### config.mk
export PLATFORM = sky130hd
export DESIGN_NAME = hough_peak_reader
export DESIGN_NICKNAME = d
export VERILOG_FILES = /design/src/rtl/hough_peak_reader.sv
export SDC_FILE = /design/constraint.sdc
export NUM_CORES = 1
export LEC_CHECK = 0
export CAP_MARGIN = 20
export CORE_ASPECT_RATIO = 1.5
export CORE_MARGIN = 1.5
export CORE_UTILIZATION = 30
export DETAILED_ROUTE_END_ITERATION = 16
export REMOVE_ABC_BUFFERS = 1
export SLEW_MARGIN = 20
export SYNTH_ARGS = -nofsm -noshare
export SYNTH_HDL_FRONTEND = slang
export SYNTH_SLANG_ARGS = --single-unit
### constraint.sdc
create_clock -name clock -period 5.6 [get_ports clock]
set_clock_uncertainty 0.2 [all_clocks]
set_input_delay 1.12 -clock clock [delete_from_list [all_inputs] [get_ports clock]]
set_output_delay 1.12 -clock clock [all_outputs]
set_load 0.01 [all_outputs]
### src/rtl/hough_peak_reader.sv
// rtl/hough_peak_reader.sv - Hough accumulator scanner: emits cells at/above THRESHOLD as peaks, reports the global maximum
// Optional: define HOUGH_CLEAR_AFTER_READ_EN to add wr_en and zero each cell as it is checked.
module hough_peak_reader #(
    parameter int RHO_W       = 11,
    parameter int THETA_W     = 8,
    parameter int VOTE_W      = 11,
    parameter int RHO_COUNT   = 2048,
    parameter int THETA_COUNT = 180,
    parameter int THRESHOLD   = 100
) (
    input  logic               clock,
    input  logic               reset,
    input  logic               start,
    output logic               rd_en,
    output logic [RHO_W-1:0]   rd_address,
    output logic [THETA_W-1:0] rd_theta,
    input  logic [VOTE_W-1:0]  rd_data,
    output logic               peak_valid,
    input  logic               peak_ready,
    output logic [RHO_W-1:0]   peak_rho,
    output logic [THETA_W-1:0] peak_theta,
    output logic [VOTE_W-1:0]  peak_votes,
    output logic               busy,
    output logic               done,
    output logic [RHO_W-1:0]   max_rho,
    output logic [THETA_W-1:0] max_theta,
    output logic [VOTE_W-1:0]  max_votes
`ifdef HOUGH_CLEAR_AFTER_READ_EN
    ,
    output logic               wr_en
`endif
);

    localparam logic [RHO_W-1:0]   RHO_LAST   = RHO_W'(RHO_COUNT - 1);
    localparam logic [THETA_W-1:0] THETA_LAST = THETA_W'(THETA_COUNT - 1);
    localparam logic [VOTE_W-1:0]  THR        = VOTE_W'(THRESHOLD);

    typedef enum logic [2:0] {IDLE, ISSUE, CHECK, EMIT, FINISH} state_t;

    state_t             state, state_nxt;
    logic [RHO_W-1:0]   rho_cnt;
    logic [THETA_W-1:0] theta_cnt;
    logic               clear_scan;
    logic               advance;
    logic               hit;
    logic               new_max;
    logic               last_rho;
    logic               last_cell;

    assign last_rho  = (rho_cnt == RHO_LAST);
    assign last_cell = last_rho && (theta_cnt == THETA_LAST);
    assign hit       = (rd_data >= THR);
    // First cell always seeds the maximum; afterwards only a strictly larger count replaces it.
    assign new_max   = ((rho_cnt == '0) && (theta_cnt == '0)) || (rd_data > max_votes);

`ifdef HOUGH_CLEAR_AFTER_READ_EN
    // Address stays on the checked cell through CHECK so the RAM can zero it.
    assign wr_en      = (state == CHECK);
    assign rd_address = rho_cnt;
    assign rd_theta   = theta_cnt;
`else
    assign rd_address = rd_en ? rho_cnt : '0;
    assign rd_theta   = rd_en ? theta_cnt : '0;
`endif

    always_ff @(posedge clock or negedge reset) begin
        if (!reset) begin
            state <= IDLE;
        end else begin
            state <= state_nxt;
        end
    end

    always_comb begin
        state_nxt  = state;
        clear_scan = 1'b0;
        advance    = 1'b0;
        rd_en      = 1'b0;
        busy       = 1'b0;
        done       = 1'b0;
        case (state)
            IDLE: begin
                if (start) begin
                    clear_scan = 1'b1;
                    state_nxt  = ISSUE;
                end
            end
            ISSUE: begin
                rd_en     = 1'b1;
                busy      = 1'b1;
                state_nxt = CHECK;
            end
            CHECK: begin
                busy = 1'b1;
                if (hit) begin
                    state_nxt = EMIT;
                end else begin
                    advance   = 1'b1;
                    state_nxt = last_cell ? FINISH : ISSUE;
                end
            end
            EMIT: begin
                busy = 1'b1;
                if (peak_ready) begin
                    advance   = 1'b1;
                    state_nxt = last_cell ? FINISH : ISSUE;
                end
            end
            FINISH: begin
                done      = 1'b1;
                state_nxt = IDLE;
            end
            default: state_nxt = IDLE;
        endcase
    end

    // Rho is the fast index; both counters return to zero after the final cell.
    always_ff @(posedge clock or negedge reset) begin
        if (!reset) begin
            rho_cnt   <= '0;
            theta_cnt <= '0;
        end else if (clear_scan) begin
            rho_cnt   <= '0;
            theta_cnt <= '0;
        end else if (advance) begin
            if (last_cell) begin
                rho_cnt   <= '0;
                theta_cnt <= '0;
            end else if (last_rho) begin
                rho_cnt   <= '0;
                theta_cnt <= theta_cnt + THETA_W'(1);
            end else begin
                rho_cnt <= rho_cnt + RHO_W'(1);
            end
        end
    end

    always_ff @(posedge clock or negedge reset) begin
        if (!reset) begin
            max_rho   <= '0;
            max_theta <= '0;
            max_votes <= '0;
        end else if (clear_scan) begin
            max_rho   <= '0;
            max_theta <= '0;
            max_votes <= '0;
        end else if ((state == CHECK) && new_max) begin
            max_rho   <= rho_cnt;
            max_theta <= theta_cnt;
            max_votes <= rd_data;
        end
    end

    always_ff @(posedge clock or negedge reset) begin
        if (!reset) begin
            peak_valid <= 1'b0;
            peak_rho   <= '0;
            peak_theta <= '0;
            peak_votes <= '0;
        end else if ((state == CHECK) && hit) begin
            peak_valid <= 1'b1;
            peak_rho   <= rho_cnt;
            peak_theta <= theta_cnt;
            peak_votes <= rd_data;
        end else if ((state == EMIT) && peak_ready) begin
            peak_valid <= 1'b0;
        end
    end

endmodule
# Yosys cells after proc, flatten, opt, wreduce, memory -nomap -nowiden
# Cells that the tools add are included.
# word_totals
register_bits	83
input_bits	15
output_inout_bits	83
# classes
magnitude_cmp	2
n_reduce_logical	16
n_addsub	2
mux	31
n_eq_ne	8
# op_table
op	count
11-bit 2-to-1 mux	9
8-bit 2-to-1 mux	7
3-bit 2-to-1 mux	4
3-bit one-hot mux with 4 select lines	1
11-bit by 1-bit adder with 11-bit output (second input constant)	1
11-bit equality test (second input constant)	1
11-bit by 7-bit >= comparator with 1-bit output (second input constant)	1
11-bit greater-than comparator	1
11-bit zero test	1
1-bit 2-to-1 mux	9
8-bit by 1-bit adder with 8-bit output (second input constant)	1
8-bit equality test (second input constant)	1
8-bit zero test	1
3-bit by 2-bit equality test with 1-bit output (second input constant)	2
2-bit nonzero test	3
1-bit logical AND	5
2-bit != test (second input constant)	2
2-bit AND reduction	2
3-bit by 1-bit equality test with 1-bit output (second input constant)	1
3-bit equality test (second input constant)	1
3-bit zero test	1
3-bit nonzero test	1
3-bit OR reduction	1
1-bit one-hot mux with 2 select lines	1
1-bit logical OR	1

# Longest topological paths before layout
# Gate-level depths: netlist of the first run.
# logic_depth
word_depth	6
mapped_depth	9

# Worst setup path after synthesis of the first run
# OpenSTA, ideal clock, no wires.
# synth_path
kind	input to register
start	input port rd_data[8]
end	register max_votes[10]
setup_ps	128
path_buffers	1
arrival_time_ps	2973
path_slack_ps	2300
path_stages	8
cell_sequence	ha_1 -> a211oi_1 -> o21bai_1 -> a2111oi_0 -> a21oi_1 -> a21oi_1 -> buf_6 -> mux2_1
# synth_via
elab_chain_cells	4
# synth_lines
element	line	text
start, declared	17	input logic [VOTE_W-1:0] rd_data,
11-bit greater-than comparator	54	assign new_max = ((rho_cnt == '0) && (theta_cnt == '0)) || (rd_data > max_votes);
1-bit logical OR	54	
1-bit logical AND	147	end else if ((state == CHECK) && new_max) begin
2-bit nonzero test (no source line)	--	
end signal, assigned	150	max_votes <= rd_data;
end, declared	27	output logic [VOTE_W-1:0] max_votes
# Every way passes these cells.
# A chain may end at the register's enable or synchronous reset.

# Worst setup path after layout of the first run
# layout_path
start	input port rd_data[8]
end	register max_rho[1]
# layout_via
elab_chain_cells	4
# layout_lines
element	line	text
11-bit greater-than comparator	54	
1-bit logical OR	54	
1-bit logical AND	147	
2-bit nonzero test (no source line)	--	
end signal, assigned	148	max_rho <= rho_cnt;
end, declared	25	output logic [RHO_W-1:0] max_rho,
# Every way passes these cells.

==> metrics.yaml, run 1 <==
drive_gt1_share_pct: 8.76
synth_cell_type_count: 49
gp_congestion: 0.847
htreeDepth: 3
status: "completed"
max_freq_ghz: 0.238
cts-root-buf: "clkbuf_16"
hold_depth: 2
start_util_pct: 30.5
cts_tree: "yes"
synth-edff-count: 0
cp-end-kind: "flip-flop"
rrSetupSlack_ns: 2.31
whs_endpoint: "peak_rho[3]"
num_io_pins: 98
ant_nets: 0
dieArea_um2: 14300
grt_pass1_wl_um: 18100
tightest_slew_ns: 0.972
dpl.hpwl_um: 7920
powerDensity_nw_per_um2: 502
syn2layout_area_growth_pct: 34.8
period_minus_slack_ns: 4.21
grtUsageTotal_pct: 15.9
drt_iter0_markers: 173
async_flop_share_pct: 100
port_buffers: 97
postCtsHoldBufs: 0
cts_resized: 0
worstPathRequired_ns: 5.65
crit_chain: "clkdlybuf4s50_1 -> ha_1 -> a211oi_1 -> o21bai_1 -> a2111oi_0 -> a21oi_1 -> a21oi_4 -> buf_4 -> mux2i_1"
fin_crit_sh_pct: 75.1
r2r_start: "max_votes[8]"
grt-ovfl-total: 0
crit_buf_inv: 2
worstSetupPathType: "in -> reg"
dr.pass1.iters: 4
hold_path.class: "reg -> reg"
yosysWarnings: 0
p_leak_nw: 2.48
hold_viol_final: 0
die_x_um: 98.3
worstSkewPairLatency_ns: 0.33
path_clk_slew_ns: 0.06
ys_seq_area_share_pct: 50.9
grt_pass1_vias: 3432
ir_worst_vdd_v: 0.000212
rr_endpoint: "max_rho[1]"
drv_slew: 0
wl_um: 11100
critPathArrivalTime_ns: 4.26
vias: 3341
layout.nets: 527
fp.coreArea_um2: 13400
die_y_um: 146
cpMaxStageDelayCell: "a21oi_4"
cts_sinks: 83
cp_slowest_stage_delay_ns: 0.64
cap_viol_max_count: 0
grt_setup_unrepaired: "false"
tns_ns: 0
synth_seq_cells: 83
clockBufferDepth: 2
antenna_found_initial: 0
antennaDiodeCount: 0
synthCells: 408
drcViolationCount: 0
syn_area_um2: 4080
cts_buffers: 9
synth_area_per_cell_um2: 10.0
via_per_inst: 5.03
grt_max_degree: 51
hp-start: "peak_rho[3]"
post_cts_buffers: 0
post_drt_wl_per_cell_um: 16.6
relSlewSlack_pct: 35.0
final_util_pct: 41.1
row_count: 52
r2r_cells: 9
synth_flop_cell: "dfrtp_1"
critPathTopFamily: "compound AO/OA/AOI/OAI gates"
setup_viol: 0
start_kind: "primary input"
cp_max_fo: 18
## worst max-delay path by stage
stage | startpoint | slack (ns) | cells after the start | end
6_report | rd_data[8] | 1.39 | 9 | max_rho[1]
3_5_place_dp | rd_data[8] | 1.01 | 9 | max_rho[1]
5_1_grt | rd_data[8] | 1.17 | 9 | max_rho[6]
3_3_place_gp | rd_data[8] | 1.17 | 9 | max_rho[1]
4_1_cts | rd_data[8] | 1.34 | 9 | max_rho[1]
2_1_floorplan | rd_data[8] | 0.62 | 7 | max_votes[10]
## layer usage
layer	track usage (%)	part of all wire (%)
met5	0	0
met4	5.70	1.4
met1	19.5	42
met3	2.79	3.7
met2	28.0	53
## cell usage after synthesis (all sizes together), types with 4 or more instances
cell type | number | area [µm²]
a21oi | 11 | 55.1
a22o | 6 | 52.6
a31oi | 4 | 25.0
and2 | 7 | 43.8
buf | 6 | 40.0
clkbuf | 16 | 60.1
dfrtp | 83 | 2080
ha | 15 | 188
inv | 30 | 113
mux2 | 21 | 263
mux2i | 17 | 170
nand2 | 55 | 206
nand3 | 7 | 35.0
nand4 | 4 | 25.0
nor2 | 29 | 111
nor3 | 7 | 35.0
nor4 | 21 | 131
o21ai | 35 | 175
## power by group
group	switching [mW]	total, mW	leakage (nW)	internal (mW)
combinational	0.592	1.19	1.26	0.602
clock	0.241	0.612	0.156	0.371
sequential	0.164	0.960	1.07	0.796
## cells by family (layout without fill, tap and decap cells)
family,count (synthesis),in the layout,synth area share (%)
simple gates,146,146,17.4
flops,83,83,50.9
compound gates,71,71,10.6
buf+inv,52,146,5.21
mux,38,38,10.6
fa+ha+maj,15,15,4.60
xor+xnor,3,3,0.644
## per-stage QoR
step / cell area, µm² / cells / hold WS (ns) / total power, mW / worst slack, ns
final: 5500 / 664 / 0.276 / 2.77 / 1.39
after global routing: 5500 / 664 / 0.305 / 2.95 / 1.17
after CTS: 5500 / 664 / 0.283 / 2.80 / 1.34
after detailed placement: 5190 / 648 / 0.270 / 2.18 / 1.01
after global placement: 5190 / 648 / 0.266 / 2.14 / 1.17
after floorplan: 3980 / 386 / 0.260 / 1.58 / 0.619
## cell type report
type | instances | area, µm²
Tap cell | 162 | 203
Multi-Input combinational cell | 273 | 1810
Timing Repair Buffer | 100 | 991
Fill cell | 1310 | 7900
Inverter | 30 | 113
Sequential cell | 83 | 2080
Clock buffer | 11 | 253
Clock inverter | 5 | 61.3
## state kept, by name, summed over array words and instances (netlist names)
| register | count |
|---|---|
| max_theta | 8 |
| peak_votes | 11 |
| rho_cnt | 11 |
| peak_rho | 11 |
| max_votes | 11 |
| theta_cnt | 8 |
| state | 3 |
| peak_theta | 8 |
| peak_valid | 1 |
| max_rho | 11 |
## worst reg2reg max path, stage by stage (launching register included)
cell,delay [ns]
dfrtp_1,0.38
inv_1,0.08
ha_1,0.24
a211oi_1,0.27
o21bai_1,0.14
a2111oi_0,0.42
a21oi_1,0.24
a21oi_4,0.64
buf_4,0.37
mux2i_1,0.22
## cell usage in the layout, fill, tap and decap left out, types with 2 or more instances in the layout
| master | n |
|---|---|
| nand2_1 | 54 |
| clkbuf_16 | 9 |
| mux2_4 | 7 |
| clkinv_4 | 3 |
| xnor2_1 | 3 |
| a22o_1 | 6 |
| mux2i_1 | 17 |
| and2_1 | 7 |
| mux2_2 | 11 |
| and3_1 | 3 |
| mux2_1 | 3 |
| a31o_1 | 2 |
| and4_1 | 2 |
| o21ai_0 | 33 |
| dfrtp_1 | 83 |
| a31oi_1 | 4 |
| clkdlybuf4s50_1 | 96 |
| nor3_1 | 7 |
| or3b_1 | 2 |
| inv_1 | 30 |
| or3_1 | 2 |
| nand4_1 | 4 |
| nand3_1 | 7 |
| nor2_1 | 28 |
| clkbuf_8 | 2 |
| a32o_1 | 2 |
| buf_4 | 4 |
| o21ai_1 | 2 |
| o22ai_1 | 2 |
| nor4_1 | 21 |
| ha_1 | 15 |
| a21oi_1 | 10 |
Note: power is estimated with default switching activity, not from simulation.
==> run 2: changes to the inputs <==
==> constraint.sdc (replaced) <==
create_clock -name clock -period 4.2 [get_ports clock]
set_clock_uncertainty 0.2 [all_clocks]
set_input_delay 0.84 -clock clock [delete_from_list [all_inputs] [get_ports clock]]
set_output_delay 0.84 -clock clock [all_outputs]
set_load 0.01 [all_outputs]
==> metrics.yaml, run 2 (synthesis gave the netlist of run 1 again) <==
status: "completed"
whs_endpoint: "peak_rho[8]"
setup_viol: 0
cts_buffers: 9
hold_depth: 2
start_util_pct: 30.5
worstSkewPairLatency_ns: 0.33
cts_resized: 0
antennaDiodeCount: 0
grtUsageTotal_pct: 15.7
vias: 3400
dieArea_um2: 14300
cap_viol_max_count: 0
drv_slew: 0
crit_start: "rd_data[8]"
cp_slowest_stage_delay_ns: 0.49
wl_um: 11100
fin_crit_sh_pct: 84.2
path_clk_slew_ns: 0.06
rr_endpoint: "max_votes[10]"
grt_pass1_vias: 3429
syn2layout_area_growth_pct: 35.8
hold_path.class: "reg -> reg"
dr.pass1.iters: 4
period_minus_slack_ns: 3.54
start_kind: "primary input"
grt_setup_unrepaired: "false"
num_io_pins: 98
drive_gt1_share_pct: 9.13
antenna_found_initial: 0
worstSetupPathType: "in -> reg"
final_util_pct: 41.4
p_leak_nw: 2.50
dpl.hpwl_um: 7980
cts-root-buf: "clkbuf_16"
crit_chain: "clkdlybuf4s50_1 -> ha_1 -> a211oi_1 -> o21bai_1 -> a2111oi_0 -> a21oi_1 -> a21oi_4 -> buf_4 -> mux2_1"
cts_sinks: 83
die_x_um: 98.3
rrSetupSlack_ns: 1.23
hp-start: "peak_rho[8]"
port_buffers: 97
layout.nets: 530
cp-end-kind: "flip-flop"
post_drt_wl_per_cell_um: 16.6
final_cell_mix: "96 x clkdlybuf4s50_1, 83 x dfrtp_1, 54 x nand2_1"
post_cts_buffers: 0
cpMaxStageDelayCell: "clkdlybuf4s50_1"
drt_iter0_markers: 141
critPathArrivalTime_ns: 3.56
r2r_start: "state[2]"
die_y_um: 146
r2r_cells: 7
hold_viol_final: 0
relSlewSlack_pct: 31.8
clockBufferDepth: 2
layout_commonest_cell: "clkdlybuf4s50_1"
powerDensity_nw_per_um2: 676
htreeDepth: 3
max_freq_ghz: 0.283
drcViolationCount: 0
cts_tree: "yes"
grt_max_degree: 84
gp_congestion: 0.878
tightest_slew_ns: 1.02
grt_pass1_wl_um: 17800
worstPathRequired_ns: 4.22
ant_nets: 0
hold_slack_ns: 0.280
row_count: 52
cp_max_fo: 10
via_per_inst: 5.11
nFillCells: 1326
grt-ovfl-total: 0
postCtsHoldBufs: 0
fp.coreArea_um2: 13400
ir_worst_vdd_v: 0.000271
[run 2: final cells by class]
cell class	count	area, µm²	area share (%)
flip-flops and latches	83	2080	37.5
multi-input cells	273	1810	32.6
repair buffers	103	1030	18.6
clock buffers	10	239	4.31
well taps	162	203	3.66
inverters	30	113	2.03
clock inverters	5	77.6	1.40
[run 2: stage by stage]
step / TNS (ns) / std cells / worst slack, ns / area, µm² / power [mW]
2_1_floorplan: -12.57 / 386 / -0.501 / 3980 / 2.10
3_3_place_gp: 0 / 651 / 0.453 / 5230 / 2.88
3_5_place_dp: 0 / 651 / 0.347 / 5230 / 2.93
4_1_cts: 0 / 666 / 0.677 / 5540 / 3.79
5_1_grt: 0 / 666 / 0.531 / 5550 / 3.98
6_report: 0 / 666 / 0.664 / 5550 / 3.75
[run 2: critical path: cells and delay by family]
family	cells	cell delay [ns]
buffers and inverters	2	0.76
adders and majority gates	1	0.35
muxes	1	0.34
AOI/OAI and AO/OA	5	1.25
[run 2: worst max path at each step]
stage / endpoint / slack, ns / cells past startpoint
6_report: max_votes[10] / 0.66 / 9
5_1_grt: max_votes[10] / 0.53 / 9
4_1_cts: max_votes[10] / 0.68 / 9
3_5_place_dp: max_votes[10] / 0.35 / 9
3_3_place_gp: max_votes[10] / 0.45 / 9
2_1_floorplan: max_votes[10] / -0.50 / 7
[run 2: power by group]
part	leakage, nW	switching, mW	total, mW	internal, mW
registers	1.07	0.183	1.24	1.06
clock network	0.154	0.310	0.841	0.531
logic	1.28	0.836	1.66	0.826
[run 2: routing by layer]
metal	global-route usage [%]	vias up	wire length, µm
met2	27.8	83	5920
met3	3.31	12	496
li1	-	1608	-
met1	18.6	1697	4470
met5	0	-	0
met4	5.77	0	203
